--- src/rtl/regfile_pkg.sv ---
// Shared types and helpers for the multi-port register file.
package regfile_pkg;

  typedef enum logic {
    IDLE  = 1'b0,
    CLEAR = 1'b1
  } state_e;

  localparam int RD_LAT = 1;

  function automatic int clog2(input int n);
    int r;
    r = 0;
    while ((1 << r) < n) r++;
    return r;
  endfunction

endpackage

--- src/rtl/regfile_mport_wordline_decoder.sv ---
// One-hot wordline decoder for an arbitrary depth; IDs past the end select nothing.
module wordline_decoder #(
  parameter int DEPTH = 16,
  parameter int AW    = 4
) (
  input  logic [AW-1:0]    id,
  input  logic             en,
  output logic [DEPTH-1:0] wl
);

  always_comb begin
    wl = '0;
    for (int i = 0; i < DEPTH; i++) begin
      wl[i] = en && (id == AW'(i));
    end
  end

endmodule

--- src/rtl/regfile_mport.sv ---
// Register file with one write port, NR registered read ports (write-first) and a clear engine.
// Optional macro REG0_ZERO_EN turns register 0 into a hardwired zero register.
module regfile_mport
  import regfile_pkg::*;
#(
  parameter int W     = 32,
  parameter int DEPTH = 16,
  parameter int NR    = 2,
  parameter int AW    = clog2(DEPTH)
) (
  input  logic           clk,
  input  logic           rst,
  input  logic           wr_en,
  input  logic [AW-1:0]  wr_id,
  input  logic [W-1:0]   wr_data,
  input  logic [NR-1:0]  rd_en,
  input  logic [NR*AW-1:0] rd_id,
  output logic [NR*W-1:0]  rd_data,
  output logic [NR-1:0]  rd_valid,
  input  logic           clr_req,
  output logic           busy
);

  logic [W-1:0]     mem_q [DEPTH];
  logic [W-1:0]     mem_d [DEPTH];
  state_e           state_q, state_d;
  logic [AW-1:0]    cnt_q, cnt_d;
  logic [NR*W-1:0]  rd_data_q, rd_data_d;
  logic [NR-1:0]    rd_valid_q, rd_valid_d;
  logic [DEPTH-1:0] wr_wl;
  logic [DEPTH-1:0] upd_wl;
  logic [W-1:0]     upd_data;
  logic [DEPTH-1:0] rd_wl [NR];
  logic             idle;

  assign idle = (state_q == IDLE);

  wordline_decoder #(.DEPTH(DEPTH), .AW(AW)) u_wr_dec (
    .id (wr_id),
    .en (wr_en & idle),
    .wl (wr_wl)
  );

  for (genvar p = 0; p < NR; p++) begin : g_rd_dec
    wordline_decoder #(.DEPTH(DEPTH), .AW(AW)) u_rd_dec (
      .id (rd_id[p*AW +: AW]),
      .en (rd_en[p]),
      .wl (rd_wl[p])
    );
  end

  // The array has a single update source per cycle: the write port in IDLE, the clear row in CLEAR.
  always_comb begin
    upd_wl   = '0;
    upd_data = '0;
    if (idle) begin
      upd_wl   = wr_wl;
      upd_data = wr_data;
    end else begin
      for (int i = 0; i < DEPTH; i++) begin
        upd_wl[i] = (cnt_q == AW'(i));
      end
    end
`ifdef REG0_ZERO_EN
    upd_wl[0] = 1'b0;
`endif
    for (int i = 0; i < DEPTH; i++) begin
      mem_d[i] = upd_wl[i] ? upd_data : mem_q[i];
    end
  end

  // Reading the post-update array gives write-first bypass and zero for the row being cleared.
  always_comb begin
    rd_data_d  = rd_data_q;
    rd_valid_d = rd_en;
    for (int p = 0; p < NR; p++) begin
      if (rd_en[p]) begin
        rd_data_d[p*W +: W] = '0;
        for (int i = 0; i < DEPTH; i++) begin
          if (rd_wl[p][i]) rd_data_d[p*W +: W] = mem_d[i];
        end
      end
    end
  end

  always_comb begin
    state_d = state_q;
    cnt_d   = cnt_q;
    case (state_q)
      IDLE: begin
        if (clr_req) begin
          state_d = CLEAR;
          cnt_d   = '0;
        end
      end
      CLEAR: begin
        if (cnt_q == AW'(DEPTH - 1)) begin
          state_d = IDLE;
          cnt_d   = '0;
        end else begin
          cnt_d = cnt_q + AW'(1);
        end
      end
      default: begin
        state_d = IDLE;
        cnt_d   = '0;
      end
    endcase
  end

  always_ff @(posedge clk or posedge rst) begin
    if (rst) begin
      for (int i = 0; i < DEPTH; i++) mem_q[i] <= '0;
      state_q    <= IDLE;
      cnt_q      <= '0;
      rd_data_q  <= '0;
      rd_valid_q <= '0;
    end else begin
      for (int i = 0; i < DEPTH; i++) mem_q[i] <= mem_d[i];
      state_q    <= state_d;
      cnt_q      <= cnt_d;
      rd_data_q  <= rd_data_d;
      rd_valid_q <= rd_valid_d;
    end
  end

  assign rd_data  = rd_data_q;
  assign rd_valid = rd_valid_q;
  assign busy     = (state_q == CLEAR);

endmodule

--- config.mk ---
export PLATFORM = sky130hd
export DESIGN_NAME = regfile_mport
export DESIGN_NICKNAME = d
export VERILOG_FILES = /design/src/rtl/regfile_pkg.sv /design/src/rtl/regfile_mport_wordline_decoder.sv /design/src/rtl/regfile_mport.sv
export SDC_FILE = /design/constraint.sdc
export NUM_CORES = 2
export LEC_CHECK = 0
export BUFFER_PORTS_ARGS = -buffer_cell sky130_fd_sc_hd__buf_2
export CORE_UTILIZATION = 45
export CTS_CLUSTER_DIAMETER = 200
export DETAILED_ROUTE_END_ITERATION = 10
export PLACE_DENSITY = 0.62
export SETUP_SLACK_MARGIN = 0.5
export SLEW_MARGIN = 20
export SYNTH_ARGS = -nofsm -noshare
export SYNTH_HDL_FRONTEND = slang
export SYNTH_HIERARCHICAL = 1
export SYNTH_SLANG_ARGS = --single-unit
--- constraint.sdc ---
create_clock -name clk -period 19.1 [get_ports clk]
set_clock_uncertainty 0.15 [all_clocks]
set_input_delay 3.82 -clock clk [delete_from_list [all_inputs] [get_ports clk]]
set_output_delay 3.82 -clock clk [all_outputs]
set_load 0.005 [all_outputs]
==> impl_metrics.env <==
export IMPL_ctsHoldBuffers=0
export IMPL_min_delay_worst_endpoint="mem_q[199]"
export IMPL_portBuffers=116
export IMPL_grt_pass1_vias=30600
export IMPL_start_util=0.459
export IMPL_io_pins=117
export IMPL_hold_violations=0
export IMPL_power_density_nw_per_um2=105
export IMPL_clockPowerShare=0.379
export IMPL_hp_start="mem_q[199]"
export IMPL_synthTopCellsByCount="583 x dfrtp_1, 302 x nand2_1, 252 x inv_1"
export IMPL_fp_dieH_um=265
export IMPL_drc_errors=0
export IMPL_tritoncts="yes"
export IMPL_place_gp_congestion=1.04
export IMPL_root_buffer="clkbuf_16"
export IMPL_outcome="finished clean"
export IMPL_synth_seq_cells=583
export IMPL_ys_flop_type="dfrtp_1"
export IMPL_hp_class="reg2reg"
export IMPL_layout_nets=3392
export IMPL_gr_total_overflow=0
export IMPL_drive_above_1_share=0.139
export IMPL_synth_nets=3386
export IMPL_cp_arrival_ns=8.59
export IMPL_clock_sinks=583
export IMPL_cp_required_ns=19.53
export IMPL_hold_depth=2
export IMPL_grt_start_max_net_pins=158
export IMPL_cts_buffer_depth=3
export IMPL_max_freq_ghz=0.122
export IMPL_tightest_slew_ns=1.24
export IMPL_p_comb_frac=0.220
export IMPL_stdcell_count=4262
export IMPL_via_count=31300
export IMPL_h_tree_depth=3
export IMPL_critPathLaunchType="primary input"
export IMPL_clk_pin_slew_worst_paths_ns=0.06
export IMPL_syn_area_per_cell_um2=9.33
export IMPL_switchingPower_uw=1230
export IMPL_dp_hpwl_um=107000
export IMPL_async_flop_share=1.00
export IMPL_yosys_area_top_type="dfrtp_1"
export IMPL_period_share=0.428
export IMPL_viasPerCell=7.35
export IMPL_dp_cells=4137
export IMPL_yosys_warnings=6
export IMPL_tns_ns=0
export IMPL_routed_wl_um=153000
export IMPL_syn_inst=3332
export IMPL_setup_viol=0
export IMPL_drv_slew=0
export IMPL_reg2reg_to="rd_data[50]"
export IMPL_dr_pass1_iters=8
export IMPL_cts_buffers_inserted=70
export IMPL_postCtsResizedCells=0
export IMPL_rsz0062_at_grt="no"
export IMPL_synth_cell_types=87
export IMPL_r2r_start="busy"
export IMPL_ff2ff_path_depth=12
export IMPL_p_sw_frac=0.338
export IMPL_postCtsSetupBuffers=0
export IMPL_synth_top_cell_area_share=0.470
export IMPL_drtAntennaViolNets=0
export IMPL_synth_most_common_cell="dfrtp_1"
export IMPL_syn_area_um2=31100
export IMPL_cp_end_kind="flip-flop"
export IMPL_track_usage=0.433
export IMPL_regToRegSetupSlack_ns=13.95
export IMPL_insertion_delay_ns=0.64
export IMPL_period_needed_ns=8.17
export IMPL_area_growth_pct=12.4
export IMPL_synth_edf_count=0
export IMPL_max_slew_margin_rel=0.173
export IMPL_power_internal_uw=2420
export IMPL_hold_ws_ns=0.337
export IMPL_peakVddDrop_v=0.0000979
export IMPL_synth_area_top_cells="dfrtp_1 47%, a22oi_1 4.6%, a22o_1 4.1%"
export IMPL_drt_first_iter_violations=5135
export IMPL_wire_per_inst_um=35.9
export IMPL_fp_dieW_um=265
export IMPL_drv_cap=0
export IMPL_p_leak_uw=0.0169
export IMPL_rows=95
export IMPL_antenna_found_initial=1
export IMPL_grt_pass1_wl_um=219000
export IMPL_critPathKind="in2reg"
export IMPL_die_area_um2=70100
export IMPL_p_seq_frac=0.401
export IMPL_cp_max_fo=58
export IMPL_core_area_um2=67800
export IMPL_synth_seq_area_share=0.470
==> logic make-up (layout without fill, tap and decap cells) <==
family,count (synthesis),count (layout),share of synthesized area
AO/OA/AOI/OAI,1346,1346,0.317
other,0,1,0
multiplexers,44,44,0.0154
flip-flops,583,583,0.470
adder cells (fa/ha/maj),4,4,0.00161
buffers and inverters,572,628,0.0747
AND/OR/NAND/NOR,783,783,0.122
==> power by group through the flow <==
stage               Clock [uW]  Combinational [uW]  Sequential (uW)
global route              1430                 837             1480
floorplan                    0                 486             1460
global placement             0                 752             1480
detailed placement           0                 765             1480
CTS                       1390                 768             1460
finish                    1380                 803             1470
==> worst max-delay path, cell delays in order <==
cell,delay (ns)
buf_2,0.07
buf_4,0.66
nand3_1,0.38
nor2_2,0.25
buf_4,0.41
clkinv_1,0.77
nand2_1,1.13
nor2_1,0.07
a211o_1,0.25
a22o_1,0.20
a2bb2oi_1,0.31
o31a_1,0.20
==> stage by stage <==
step | setup slack [ns] | area, um2 | total power (uW) | utilization
detailed placement | 10.62 | 32600 | 2250 | 0.481
floorplan | 7.18 | 31100 | 1940 | -
CTS | 11.26 | 34900 | 3620 | 0.515
global placement | 10.60 | 32500 | 2230 | 0.480
global route | 11.06 | 34900 | 3740 | 0.515
finish | 10.93 | 34900 | 3650 | 0.515
==> how the worst max path moves through the flow <==
stage | start | to | slack [ns] | depth (start not counted)
3_5_place_dp | rd_en[0] | rd_data[11] | 10.62 | 12
5_1_grt | rd_en[0] | rd_data[11] | 11.06 | 12
3_3_place_gp | rd_en[0] | rd_data[11] | 10.60 | 12
4_1_cts | rd_en[0] | rd_data[11] | 11.26 | 12
6_report | rd_en[0] | rd_data[11] | 10.93 | 12
2_1_floorplan | rst | busy | 7.18 | 1
==> sequential cells by signal, indices dropped and copies added, names as in the netlist <==
signal    flops
rd_data      64
rd_valid      2
mem_q       512
cnt_q         4
busy          1
==> cells in the final DEF (no fill, tap or decap), types with 15 or more instances in the layout <==
| cell type | count |
|---|---|
| a211o_1 | 24 |
| a211oi_1 | 28 |
| a21oi_1 | 146 |
| a221o_1 | 45 |
| a221oi_1 | 114 |
| a22o_1 | 147 |
| a22oi_1 | 189 |
| a31oi_1 | 47 |
| a32o_1 | 26 |
| a32oi_1 | 47 |
| and2_1 | 18 |
| and3b_1 | 16 |
| buf_2 | 116 |
| buf_4 | 130 |
| clkbuf_1 | 18 |
| clkbuf_16 | 72 |
| dfrtp_1 | 582 |
| inv_1 | 251 |
| mux2i_1 | 29 |
| nand2_1 | 302 |
| nand2b_1 | 38 |
| nand3_1 | 76 |
| nor2_1 | 144 |
| nor2_2 | 19 |
| nor2b_1 | 50 |
| nor3_1 | 27 |
| o2111ai_1 | 15 |
| o211ai_1 | 49 |
| o21ai_0 | 235 |
| o21ai_1 | 16 |
| o221ai_1 | 45 |
| o22ai_1 | 42 |
==> final cells by class <==
class / instances / area (um2)
Fill cell: 6301 / 32800
Inverter: 256 / 965
Sequential cell: 583 / 14600
Clock buffer: 101 / 2020
Antenna cell: 1 / 2.50
Tap cell: 873 / 1090
Timing Repair Buffer: 250 / 1620
Multi-Input combinational cell: 2177 / 14300
Clock inverter: 21 / 282
==> routing by layer <==
layer / wire [um] / track usage / part of all wire / up-vias
met1: 54700 / 0.535 / 0.36 / 15600
met2: 66800 / 0.656 / 0.44 / 2552
met5: 11 / 0 / 0.000072 / -
li1: - / - / - / 12500
met3: 16200 / 0.0856 / 0.11 / 698
met4: 15600 / 0.361 / 0.10 / 2
(Power assumes the default switching activity.)
